<file path="src/rtl/sklansky_adder_pipe.sv">
// sklansky_adder_pipe: pipelined WIDTH-bit Sklansky prefix adder/subtractor with valid/ready handshake.
// Optional signed-overflow output enabled by defining SKLANSKY_OVF_EN.
module sklansky_adder_pipe #(
    parameter int WIDTH = 16
) (
    input  logic             clk,
    input  logic             rst,
    input  logic             in_valid,
    output logic             in_ready,
    input  logic [WIDTH-1:0] a,
    input  logic [WIDTH-1:0] b,
    input  logic             cin,
    input  logic             sub,
    output logic             out_valid,
    input  logic             out_ready,
    output logic [WIDTH-1:0] sum,
    output logic             cout
`ifdef SKLANSKY_OVF_EN
    ,output logic            ovf
`endif
);
    localparam int LVL = $clog2(WIDTH);

    logic [LVL:0][WIDTH-1:0]   g_q;
    logic [LVL:0][WIDTH-1:0]   p_q;
    logic [LVL-1:0][WIDTH-1:0] pg_q;
    logic [LVL:0]              c0_q;
    logic [LVL:0]              v_q;
    logic [LVL:1][WIDTH-1:0]   gn;
    logic [LVL-1:1][WIDTH-1:0] pn;
    logic [WIDTH-1:0]          bx, gi, pi;
    logic                      stall, hi;
    int                        lo;

    assign stall    = out_valid && !out_ready;
    assign in_ready = !stall;
    assign bx       = sub ? ~b : b;

    // Column 0 folds c0 into its generate before level 1, so every grey cell
    // reaching column 0 already produces the true carry including c0.
    always_comb begin
        gn = '0;
        pn = '0;
        gi = '0;
        pi = '0;
        hi = 1'b0;
        lo = 0;
        for (int k = 1; k <= LVL; k++) begin
            gi = g_q[k-1];
            pi = k < LVL ? pg_q[k-1] : '0;
            if (k == 1) gi[0] = g_q[0][0] | pg_q[0][0] & c0_q[0];
            if (k == LVL) pi = pg_q[LVL-1];
            for (int j = 0; j < WIDTH; j++) begin
                hi = ((j >> (k - 1)) & 1) == 1;
                lo = hi ? ((j >> (k - 1)) << (k - 1)) - 1 : j;
                gn[k][j] = hi ? gi[j] | pi[j] & gi[lo] : gi[j];
                if (k < LVL) pn[k][j] = hi ? (j < (1 << k) ? 1'b0 : pi[j] & pi[lo]) : pi[j];
            end
        end
    end

    always_ff @(posedge clk) begin
        if (!stall) begin
            g_q[0]  <= a & bx;
            p_q[0]  <= a ^ bx;
            pg_q[0] <= a ^ bx;
            c0_q[0] <= cin ^ sub;
            v_q[0]  <= in_valid;
            for (int k = 1; k <= LVL; k++) begin
                g_q[k]  <= gn[k];
                p_q[k]  <= p_q[k-1];
                c0_q[k] <= c0_q[k-1];
                v_q[k]  <= v_q[k-1];
                if (k < LVL) pg_q[k] <= pn[k];
            end
            out_valid <= v_q[LVL];
        end
        if (!stall && v_q[LVL]) begin
            sum  <= p_q[LVL] ^ {g_q[LVL][WIDTH-2:0], c0_q[LVL]};
            cout <= g_q[LVL][WIDTH-1];
`ifdef SKLANSKY_OVF_EN
            ovf  <= g_q[LVL][WIDTH-1] ^ g_q[LVL][WIDTH-2];
`endif
        end
        if (rst) begin
            v_q       <= '0;
            out_valid <= 1'b0;
            sum       <= '0;
            cout      <= 1'b0;
`ifdef SKLANSKY_OVF_EN
            ovf       <= 1'b0;
`endif
        end
    end
endmodule

</file>
<file path="config.mk">
export PLATFORM = sky130hd
export DESIGN_NAME = sklansky_adder_pipe
export DESIGN_NICKNAME = d
export VERILOG_FILES = /design/src/rtl/sklansky_adder_pipe.sv
export SDC_FILE = /design/constraint.sdc
export NUM_CORES = 1
export LEC_CHECK = 0
export CAP_MARGIN = 30
export CORE_UTILIZATION = 45
export CTS_BUF_LIST = sky130_fd_sc_hd__clkbuf_4 sky130_fd_sc_hd__clkbuf_8
export DETAILED_ROUTE_END_ITERATION = 6
export PLACE_DENSITY = 0.69
export SLEW_MARGIN = 5
export SYNTH_ARGS = -nofsm -noshare
export SYNTH_HDL_FRONTEND = slang
export SYNTH_SLANG_ARGS = --single-unit
</file>
<file path="constraint.sdc">
create_clock -name clk -period 2.67 [get_ports clk]
set_input_delay 0.534 -clock clk [delete_from_list [all_inputs] [get_ports clk]]
set_output_delay 0.534 -clock clk [all_outputs]
set_load 0.05 [all_outputs]
</file>
After elaboration in Yosys (flattened, before gate mapping)
Index checks and enable logic that the tools add are counted.
{"block": "totals", "reg_bits": 225, "latchBits": 0, "ram_bits": 0, "rom_bits": 0, "in_bits": 38, "output_inout_bits": 19, "elab_cells": 111, "n_memories": 0}
{"block": "classes", "add_sub_neg": 0, "mul": 0, "div_mod_pow": 0, "magnitude_cmp": 0, "n_eq_ne": 0, "shifts": 0, "muxes": 1, "n_bitwise": 88, "n_reduce_logical": 4}
{"operator": "AND 1 bit", "n": 50}
{"operator": "bitwise OR 1 bit", "n": 33}
{"operator": "bitwise XOR 16 bit", "n": 2}
{"operator": "AND 16 bit", "n": 1}
{"operator": "two-way mux 16 bit", "n": 1}
{"operator": "NOT 16 bit", "n": 1}
{"operator": "logical AND 1 bit", "n": 2}
{"operator": "zero test 1 bit", "n": 2}
{"operator": "bitwise XOR 1 bit", "n": 1}

Depth between registers and ports, before layout
{"block": "depth", "ltp_word": 4, "depth_mapped": 6, "ltp_nobuf": 4}

Worst setup path after synthesis
Ideal clock, no wire load.
{"block": "synth_path", "path_type": "flip-flop to output port", "from": "register out_valid", "to": "output port in_ready", "t_arrival_ps": 1880, "t_required_ps": 2136, "path_slack_ps": 256, "stages_incl_launch_ff": 5, "path_buffers": 2, "path_cell_list": "dfxtp_1 > nor2b_4 > buf_6 > inv_8 > buf_6"}
{"block": "synth_between", "elab_chain_cells": 2}
{"item": "start, declared", "line": "14", "source": "output logic out_valid,"}
{"item": "start signal, assigned", "line": "76", "source": "out_valid <= v_q[LVL];"}
{"item": "logical AND 1 bit", "line": "35", "source": "assign stall = out_valid && !out_ready;"}
{"item": "zero test 1 bit", "line": "36", "source": "assign in_ready = !stall;"}
{"item": "end, declared", "line": "9", "source": "output logic in_ready,"}
Every way passes these cells.

Worst setup path in the final report
{"block": "layout_path", "from": "input port out_ready", "to": "output port in_ready"}
{"block": "layout_between", "elab_chain_cells": 3}
{"item": "start, declared", "line": "15", "source": "input logic out_ready,"}
{"item": "zero test 1 bit", "line": "35"}
{"item": "logical AND 1 bit", "line": "35"}
{"item": "zero test 1 bit", "line": "36"}
Every way passes these cells.

==> metrics.md <==
| Metric | Value |
|---|---|
| Leak Pwr | 3.448 nW |
| Grt ovf | 0 |
| Min-Delay Path Class | reg2reg |
| CP max-delay cell | clkdlybuf4s50_1 |
| Final-report setup violation count | 0 |
| RSZ-0062 raised after global routing | false |
| Floorplan Core Area | 0.01606 mm2 |
| TritonRoute pass-1 iters | 4 |
| Slew @ Worst Pin | 0.5316 ns |
| Commonest cells after routing, fill and taps aside | edfxtp_1, clkdlybuf4s50_1, clkbuf_8, a21o_1, dfxtp_1 |
| Outcome | completed |
| Ys Warns | 0 |
| Nets | 516 |
| Hold Crit Depth | 0 |
| Worst R2R Path Depth | 3 |
| Switching portion of total power | 19.34% |
| Clk_skew | 0.01180 ns |
| Part of the Yosys area used for sequential elements | 81.61% |
| Largest net degree at the start of global routing | 91 |
| Clk root buf | clkbuf_8 |
| Depth of the CTS H-tree | 2 |
| Max-slew headroom | 64.45% |
| Worst vdd ir | 0.0003399 V |
| Nature of the critical path endpoint | primary output |
| Reg power frac | 60.5% |
| Setup crit start | out_ready |
| Critical path buffer and inverter count | 3 |
| Yosys reg bits | 211 |
| CTS tree | done |
| Net Switching | 1.372 mW |
| Critical Path, Cell by Cell | clkdlybuf4s50_1, nor2b_4, inv_8, buf_12 |
| Comb power frac | 4.8% |
| Detailed-placement wirelength estimate | 5374 um |
| Cell taking the most area after synthesis | edfxtp_1 |
| Crit Reg-Reg Endpoint | g_q[69] |
| Post-CTS setup buffer count | 0 |
| Sequential Area | 0.006106 mm2 |
| Hold_buf cts | 0 |
| Cell Count, Final, Fillers Out | 699 |
| Post-synth top area share | 75.45% |
| Cells after Synth | 376 |
| Initial antenna violation count | 0 |
| Total Routing Usage GR | 10.90% |
| Final period util | 82.76% |
| Chip Width | 130.9 um |
| Starting density of the core | 46.59% |
| Critical Path AT | 1.68 ns |
| Syn nets | 430 |
| Worst skew pair latency | 0.47 ns |
| Fill count | 1217 |
| TNS Setup | 0 ns |
| Clock power frac | 34.7% |
| Syn avg cell area | 19.90 um2 |
| Asr flop ratio synth | 0% |
| Area growth syn-to-layout | 18.98% |
| Remaining routing DRC violations | 0 |
| Clock buffer depth | 3 |
| Vias | 3152 |
| Ant. Diodes | 0 |
| Final WL | 8753 um |
| Num CTS Buffers | 34 |
| Die area | 0.01715 mm2 |
| Drt wl/cell | 12.52 um |
| Setup CP Type | in2out |
| Fmax | 452.5 MHz |
| # IOs | 57 |
| First-pass GRT wire length | 14500 um |
| Worst hold path startpoint | p_q[21] |
| Worst hold endpoint | p_q[37] |
| Iteration-0 DRC Markers | 217 |
| Synth Flop Type | edfxtp_1 |
| Resized cells post-CTS | 0 |
| Gpl congestion | 0.6813 |
| Area of the multi-input gates | 0.001256 mm2 |
| P per Cell Area | 797.1 mW/mm2 |
| Clock transition at path regs | 0.06 ns |
| Post-route ant nets | 0 |
| Register-to-register setup slack | 1.15 ns |
| Vias per Instance | 4.509 |
| Placed Instances | 642 |
| I/O Buffers | 56 |
| Die Span Y | 130.9 um |
| Synth area leaders | edfxtp_1, dfxtp_1, a21o_1 |
| Slew Limit Fails | 0 |
| Post-synth cell types | 24 |
| CP max FO | 35 |
| Final min period | 2.210 ns |
| Launching point of the worst reg2reg path | out_valid |
| Number of synthesized flops with an enable pin | 188 |
| Startpoint Class | primary input |
| Vias in the first global route | 3192 |
| Hold Violations, Final | 0 |
| Most common cell after layout, fill and taps aside | edfxtp_1 |
| Family with the most delay on the worst path | buffers and inverters |
| CP required | 2.14 ns |
| Cell Area, Synth | 0.007482 mm2 |
| FP Rows | 46 |
| Cell-internal power | 5.724 mW |
| Critical Path Max Stage Delay | 0.45 ns |
| Layout cells sized above 1 | 17.60% |
| Max-Cap Viols | 0 |
| CTS sink cnt | 211 |
==> power by group through the flow <==
stage	sequential, mW	combinational [mW]	clock, mW
after floorplan	4.31	0.228	0
after global placement	4.34	0.334	0
after detailed placement	4.37	0.341	0
after CTS	4.30	0.348	2.56
after global routing	4.34	0.381	2.70
final	4.29	0.340	2.47
==> state kept, by name (all words and copies together) (netlist names) <==
| register | count |
|---|---|
| p_q | 64 |
| sum | 16 |
| v_q | 5 |
| c0_q | 5 |
| out_valid | 1 |
| gi | 16 |
| g_q | 64 |
| pi | 7 |
| cout | 1 |
| pg_q | 32 |
==> kinds of logic after synthesis <==
family / share of synthesized area, %
adders and majority gates: 2.676
buffers and inverters: 1.605
DFF: 81.61
xor gates and xnor gates: 3.863
and+or+nand+nor: 2.324
AOI/OAI and AO/OA: 7.926
==> routing by layer <==
layer / GRT usage [%] / up-vias / routed length (um)
li1: - / 1606 / -
met3: 2.972 / 23 / 480
met1: 13.56 / 1448 / 3941
met2: 17.37 / 75 / 4074
met5: 0 / - / 0
met4: 6.085 / 0 / 257
==> worst max path at each step <==
| stage | slack (ns) | end | cells past startpoint |
|---|---|---|---|
| after floorplan | 0.26 | in_ready | 4 |
| after global placement | 0.50 | in_ready | 4 |
| after detailed placement | 0.46 | in_ready | 4 |
| after CTS | 0.45 | sum[7] | 1 |
| after global routing | 0.41 | in_ready | 4 |
| final | 0.46 | in_ready | 4 |
==> per-stage QoR <==
stage	power [mW]	util [%]	hold slack, ns	instance area [um2]	setup WS (ns)
after floorplan	4.535	-	0.4003	7482	0.2555
after global placement	4.676	51.57	0.4033	8280	0.4976
after detailed placement	4.709	51.57	0.4045	8280	0.4597
after CTS	7.206	55.44	0.4152	8902	0.4464
after global routing	7.419	55.44	0.4172	8902	0.4115
final	7.096	55.44	0.4119	8902	0.4603
==> cells in the mapped netlist, types with 3 or more instances <==
cell type and n:
nand2_1 10, a21oi_2 12, buf_2 3, and2_1 17, a21oi_1 11, dfxtp_1 23
xor2_1 17, ha_1 16, buf_6 4, a21o_1 33, xnor2_1 16, edfxtp_1 188
a211oi_1 4, a211oi_2 12
==> cell type report <==
type | instances | area share (%)
clock buffer | 49 | 6.592
tap | 216 | 3.036
multi-input combinational | 152 | 14.11
clock inverter | 8 | 0.3935
timing repair buffer | 61 | 7.112
inverter | 2 | 0.1687
sequential | 211 | 68.59
Note: power is estimated with default switching activity, not from simulation.
